File: src/rtl/fwd_pkg.sv
// ---------------------------------------------------------------------------
// fwd_pkg
//   Shared types for the operand-forwarding / hazard unit.
//   fwd_state_t : memory-wait stall FSM states.
//   fwd_src_t   : which source drove a resolved operand (for visibility).
//   REG_AW      : architectural register address width.
// ---------------------------------------------------------------------------
package fwd_pkg;

  localparam int unsigned REG_AW = 5;

  typedef enum logic [1:0] {
    FS_RUN,
    FS_WAIT,
    FS_ERR
  } fwd_state_t;

  typedef enum logic [2:0] {
    SRC_ZERO,
    SRC_S4,
    SRC_S5,
    SRC_HIST,
    SRC_RF
  } fwd_src_t;

endpackage

File: src/rtl/fwd_port_mux.sv
// ---------------------------------------------------------------------------
// fwd_port_mux
//   Priority operand select for one read port:
//   x0 -> stage 4 -> stage 5 -> write-back history -> register file.
// Ports:
//   rd_addr, rf_data              : requested register and its RF read data
//   valid4/addr4/data4            : stage-4 destination and result
//   valid5/addr5/data5            : stage-5 destination and result
//   hist_valid/hist_addr/hist_data: one-entry write-back history
//   src, data                     : selected source and resolved operand
// ---------------------------------------------------------------------------
module fwd_port_mux
  import fwd_pkg::*;
#(
  parameter int XLEN = 32
) (
  input  logic [REG_AW-1:0] rd_addr,
  input  logic [XLEN-1:0]   rf_data,
  input  logic              valid4,
  input  logic [REG_AW-1:0] addr4,
  input  logic [XLEN-1:0]   data4,
  input  logic              valid5,
  input  logic [REG_AW-1:0] addr5,
  input  logic [XLEN-1:0]   data5,
  input  logic              hist_valid,
  input  logic [REG_AW-1:0] hist_addr,
  input  logic [XLEN-1:0]   hist_data,
  output fwd_src_t          src,
  output logic [XLEN-1:0]   data
);

  // NOTE: every output of an always_comb gets a default first, so no path
  // leaves it unassigned and no latch is inferred.
  always_comb begin
    src = SRC_RF;
    if (rd_addr == '0)                              src = SRC_ZERO;
    else if (valid4 && (addr4 == rd_addr))          src = SRC_S4;
    else if (valid5 && (addr5 == rd_addr))          src = SRC_S5;
    else if (hist_valid && (hist_addr == rd_addr))  src = SRC_HIST;
  end

  always_comb begin
    data = rf_data;
    case (src)
      SRC_ZERO: data = '0;
      SRC_S4:   data = data4;
      SRC_S5:   data = data5;
      SRC_HIST: data = hist_data;
      default:  data = rf_data;
    endcase
  end

endmodule

File: src/rtl/forward_hazard_unit.sv
// ---------------------------------------------------------------------------
// forward_hazard_unit
//   Operand forwarding for NUM_RD execute read ports plus the memory-wait
//   stall FSM and its sticky timeout.
// Ports:
//   clk, rst                 : clock, synchronous active-high reset
//   RdAddr/RdDataIn          : per-port register address and RF read data
//   RdDataOut                : per-port resolved operand (combinational)
//   AddrD4..DataMem4         : stage-4 destination, enable, select, results
//   IsLoad4, MemReady4       : stage-4 load flag and memory data valid
//   AddrD5..DataMem5         : stage-5 (write-back) destination and results
//   Hold                     : freeze stages 1-4, bubble into stage 5
//   MemTimeout               : sticky memory-timeout error
// ---------------------------------------------------------------------------
module forward_hazard_unit
  import fwd_pkg::*;
#(
  parameter int XLEN         = 32,
  parameter int NUM_RD       = 2,
  parameter int MEM_WAIT_MAX = 8
) (
  input  logic                             clk,
  input  logic                             rst,
  input  logic [NUM_RD-1:0][REG_AW-1:0]    RdAddr,
  input  logic [NUM_RD-1:0][XLEN-1:0]      RdDataIn,
  output logic [NUM_RD-1:0][XLEN-1:0]      RdDataOut,
  input  logic [REG_AW-1:0]                AddrD4,
  input  logic                             RDValid4,
  input  logic                             WBSel4,
  input  logic [XLEN-1:0]                  DataALU4,
  input  logic [XLEN-1:0]                  DataMem4,
  input  logic                             IsLoad4,
  input  logic                             MemReady4,
  input  logic [REG_AW-1:0]                AddrD5,
  input  logic                             RDValid5,
  input  logic                             WBSel5,
  input  logic [XLEN-1:0]                  DataALU5,
  input  logic [XLEN-1:0]                  DataMem5,
  output logic                             Hold,
  output logic                             MemTimeout
);

  localparam int CW = $clog2(MEM_WAIT_MAX);

  logic [XLEN-1:0]   data4, data5;
  logic              hist_valid;
  logic [REG_AW-1:0] hist_addr;
  logic [XLEN-1:0]   hist_data;
  fwd_state_t        state, state_next;
  logic [CW-1:0]     cnt, cnt_next;
  logic              mem_stall;

  assign data4 = WBSel4 ? DataALU4 : DataMem4;
  assign data5 = WBSel5 ? DataALU5 : DataMem5;

  // Per-port source kept as a named net so it shows up on waveforms.
  fwd_src_t port_src_unused [NUM_RD];

  for (genvar p = 0; p < NUM_RD; p++) begin : g_port
    fwd_port_mux #(.XLEN(XLEN)) u_mux (
      .rd_addr    (RdAddr[p]),
      .rf_data    (RdDataIn[p]),
      .valid4     (RDValid4),
      .addr4      (AddrD4),
      .data4      (data4),
      .valid5     (RDValid5),
      .addr5      (AddrD5),
      .data5      (data5),
      .hist_valid (hist_valid),
      .hist_addr  (hist_addr),
      .hist_data  (hist_data),
      .src        (port_src_unused[p]),
      .data       (RdDataOut[p])
    );
  end

  // Write-back history: remembers the last committed register write so an
  // operand held across a stall still sees stage-5 results that drained
  // meanwhile. Writes to x0 are never recorded.
  // NOTE: the history data is reset too; it is a single register, and a
  // known value keeps simulation free of X even though hist_valid gates it.
  always_ff @(posedge clk) begin
    if (rst) begin
      hist_valid <= 1'b0;
      hist_addr  <= '0;
      hist_data  <= '0;
    end else if (RDValid5 && (AddrD5 != '0) && (state != FS_ERR)) begin
      hist_valid <= 1'b1;
      hist_addr  <= AddrD5;
      hist_data  <= data5;
    end
  end

  assign mem_stall = IsLoad4 & ~MemReady4;

  // NOTE: sequential state uses non-blocking assignments so every flop
  // samples pre-edge values regardless of process ordering.
  always_ff @(posedge clk) begin
    if (rst) begin
      state <= FS_RUN;
      cnt   <= '0;
    end else begin
      state <= state_next;
      cnt   <= cnt_next;
    end
  end

  // Cnt counts not-ready cycles already spent; the cycle in which it equals
  // MEM_WAIT_MAX-1 is the last one where ready can still be accepted.
  always_comb begin
    state_next = state;
    cnt_next   = cnt;
    case (state)
      FS_RUN: begin
        if (mem_stall) begin
          state_next = FS_WAIT;
          cnt_next   = CW'(1);
        end
      end
      FS_WAIT: begin
        if (!IsLoad4 || MemReady4) begin
          // Data arrived or the load was squashed.
          state_next = FS_RUN;
          cnt_next   = '0;
        end else if (cnt == CW'(MEM_WAIT_MAX - 1)) begin
          state_next = FS_ERR;
        end else begin
          cnt_next = cnt + 1'b1;
        end
      end
      FS_ERR:  state_next = FS_ERR;
      default: state_next = FS_RUN;
    endcase
  end

  assign Hold       = mem_stall | (state == FS_ERR);
  // Decoded straight from the state flop, so it is glitch-free.
  assign MemTimeout = (state == FS_ERR);

endmodule

File: config.mk
export PLATFORM = sky130hd
export DESIGN_NAME = forward_hazard_unit
export DESIGN_NICKNAME = d
export VERILOG_FILES = /design/src/rtl/fwd_pkg.sv /design/src/rtl/fwd_port_mux.sv /design/src/rtl/forward_hazard_unit.sv
export SDC_FILE = /design/constraint.sdc
export NUM_CORES = 1
export LEC_CHECK = 0
export ABC_CLOCK_PERIOD_IN_PS = 3600
export CAP_MARGIN = 0
export CORE_ASPECT_RATIO = 1.2
export CORE_UTILIZATION = 46
export CTS_CLUSTER_DIAMETER = 150
export CTS_CLUSTER_SIZE = 40
export DETAILED_ROUTE_END_ITERATION = 7
export HOLD_SLACK_MARGIN = 0.05
export PLACE_DENSITY = 0.88
export SLEW_MARGIN = 10
export SYNTH_ARGS = -nofsm -noshare
export SYNTH_HDL_FRONTEND = slang
export SYNTH_HIERARCHICAL = 1
export SYNTH_SLANG_ARGS = --single-unit
File: constraint.sdc
create_clock -name clk -period 3.6 [get_ports clk]
set_input_delay 0.72 -clock clk [delete_from_list [all_inputs] [get_ports clk]]
set_output_delay 0.72 -clock clk [all_outputs]
set_load 0.005 [all_outputs]
==> results.rst <==
.. list-table::
   :header-rows: 1

   * - Metric
     - Value
   * - Outcome
     - finished with violations
   * - Failing checks
     - negative setup slack
   * - Max Root-Sink Buffers
     - 2
   * - Worst min-delay path category
     - reg2reg
   * - Pin count of the biggest net entering global routing
     - 43
   * - Highest net fanout along the worst path
     - 13
   * - Total length of routed wires
     - 25.78 mm
   * - Core area
     - 12610 µm²
   * - Most frequent cells in the layout
     - sky130_fd_sc_hd__clkdlybuf4s50_1 (198), sky130_fd_sc_hd__inv_1 (103), sky130_fd_sc_hd__o21ai_0 (67)
   * - Clock root cell
     - sky130_fd_sc_hd__clkbuf_16
   * - Number of I/O pins
     - 286
   * - Global-route congestion overflow total
     - 0
   * - Static Leakage
     - 4.018 nW
   * - Via count
     - 7724
   * - Post-synthesis cell count
     - 769
   * - Gp weighted congestion
     - 0.9065
   * - Initial DRT Pass Iterations
     - 8
   * - CTS Sinks
     - 43
   * - Netlist area before placement
     - 5936 µm²
   * - Initial antenna violation count
     - 0
   * - Crit path capture type
     - output pin
   * - Count of final hold-check violations
     - 0
   * - Number of standard cells in the layout, taps in and fillers out
     - 1235
   * - Layout Nets
     - 1292
   * - Slew Limit Headroom
     - 0.4742
   * - Via count of the first global-routing pass
     - 7476
   * - Die Y-Extent
     - 126.4 µm
   * - Final min period
     - 3610 ps
   * - Sequential cell area in the final layout
     - 860.8 µm²
   * - CP Class
     - in2out
   * - Number of buffers created by CTS
     - 5
   * - Initial core utilization
     - 0.4706
   * - CTS H-tree lvls
     - 2
   * - Half-perimeter wire length of the detailed placement result
     - 17.31 mm
   * - Layout cell share with drive strength beyond 1
     - 0.2558
   * - VDD IR-drop max
     - 0.0001948 V
   * - Worst Setup Start Kind
     - input pin
   * - Most common library cell in the layout ignoring fill and taps
     - sky130_fd_sc_hd__clkdlybuf4s50_1
   * - Setup WS post-layout
     - -10.36 ps
   * - Clock tree from TritonCTS
     - built
   * - Fin Clk Skew
     - 5.465 ps
   * - Final max-slew violation count
     - 0
   * - Clock network latency to the later pin of the worst-skew pair
     - 290 ps
   * - Setup-failing EPs final
     - 1
   * - Relative area change from synthesis to final layout
     - 65.75%
   * - Antenna Diode Count
     - 0
   * - Register clock-pin slew on the reported worst setup and hold paths
     - 60 ps
   * - Wire length of the first global-routing pass
     - 38.41 mm
   * - Routed Antenna Nets
     - 0
   * - Global-route total usage across every layer
     - 0.3585
   * - Hold_buf cts
     - 0
   * - Area enclosed by the die boundary
     - 13360 µm²
   * - Syn avg cell area
     - 7.719 µm²
   * - Drt via density
     - 6.254
   * - Required time of the critical path
     - 2880 ps
   * - Syn Nets
     - 991
   * - Row Count
     - 45
   * - Number of synthesis warnings
     - 6
   * - Max Cap Violations
     - 0
   * - Highest clock rate
     - 277.0 MHz
   * - Power density over the cells
     - 208.0 nW/µm²
   * - Transition time at the pin with the least slew margin
     - 783.9 ps
   * - Placed Instances
     - 1186
   * - Port Buffer Count
     - 285
   * - Remaining routing DRC violations
     - 0
   * - Routed length per instance
     - 20.87 µm
   * - Worst EP arrival
     - 2890 ps
   * - Final core utilization
     - 0.7801
   * - Width of the die
     - 105.7 µm
   * - Final worst path period share
     - 1.003
   * - First-iteration detailed-routing DRC count
     - 669
   * - Count of fill cells added during filler insertion
     - 894
   * - Multi-input combinational cell area
     - 4512 µm²
path summary, 6_finish.rpt:
check                                    from            end  slack (ps)  cells after the start
worst min register to register  hist_data[27]  hist_data[27]         480                      2
worst min-delay path            hist_data[27]  hist_data[27]         480                      2
worst max register to register       state[1]   hist_data[1]        1430                      4
worst max-delay path                AddrD5[3]  RdDataOut[13]         -10                     10
metrics by stage:
stage | setup WS (ps) | area, µm² | hold WS [ps] | TNS, ps | total power, W
floorplan | 811.3 | 5936 | 439.2 | 0 | 0.0009762
global placement | -686.3 | 9074 | 452.8 | -30440 | 0.001463
detailed placement | -779.6 | 9074 | 465.1 | -33510 | 0.001484
CTS | 1.336 | 9693 | 474.0 | 0 | 0.002014
global route | -32.93 | 9838 | 495.4 | -132.4 | 0.002126
finish | -10.36 | 9838 | 478.9 | -10.36 | 0.002047
critical path, cell delays in order:
cell                              delay [ps]
sky130_fd_sc_hd__dlygate4sd2_1           270
sky130_fd_sc_hd__buf_4                   160
sky130_fd_sc_hd__xor2_1                  160
sky130_fd_sc_hd__nor4_4                  380
sky130_fd_sc_hd__and2_4                  270
sky130_fd_sc_hd__nor4_4                   60
sky130_fd_sc_hd__buf_4                   180
sky130_fd_sc_hd__buf_12                  160
sky130_fd_sc_hd__a221oi_2                280
sky130_fd_sc_hd__clkdlybuf4s15_2         240
power breakdown:
group / internal (W) / total [W] / switching [W]
Combinational: 0.000558 / 0.000974 / 0.000416
Sequential: 0.000511 / 0.000544 / 0.0000332
Clock: 0.000328 / 0.000529 / 0.000201
flip-flops by register name, indices dropped and copies added (netlist names):
signal	cells
state	2
hist_data	32
hist_valid	1
hist_addr	5
cnt	3
per-layer routing:
| layer | track usage | routed length, µm |
|---|---|---|
| met5 | 0 | 0 |
| met4 | 0.1609 | 1062 |
| met3 | 0.04985 | 2214 |
| met2 | 0.6647 | 13240 |
| met1 | 0.4028 | 9264 |
area by class of cell:
| class | instances | share of cell area |
|---|---|---|
| Multi-Input combinational cell | 535 | 0.4586 |
| Inverter | 105 | 0.04006 |
| Clock inverter | 3 | 0.004451 |
| Sequential cell | 43 | 0.08750 |
| Tap cell | 164 | 0.02086 |
| Clock buffer | 5 | 0.01272 |
| Timing Repair Buffer | 380 | 0.3758 |
timing repair:
item	4_1_cts	5_1_grt
pin swaps	18	11
setup buffers	25	10
setup endpoints to repair	64	37
resized for setup	153	68
cloned	6	1
No activity file was read; power rests on OpenSTA's default activity.
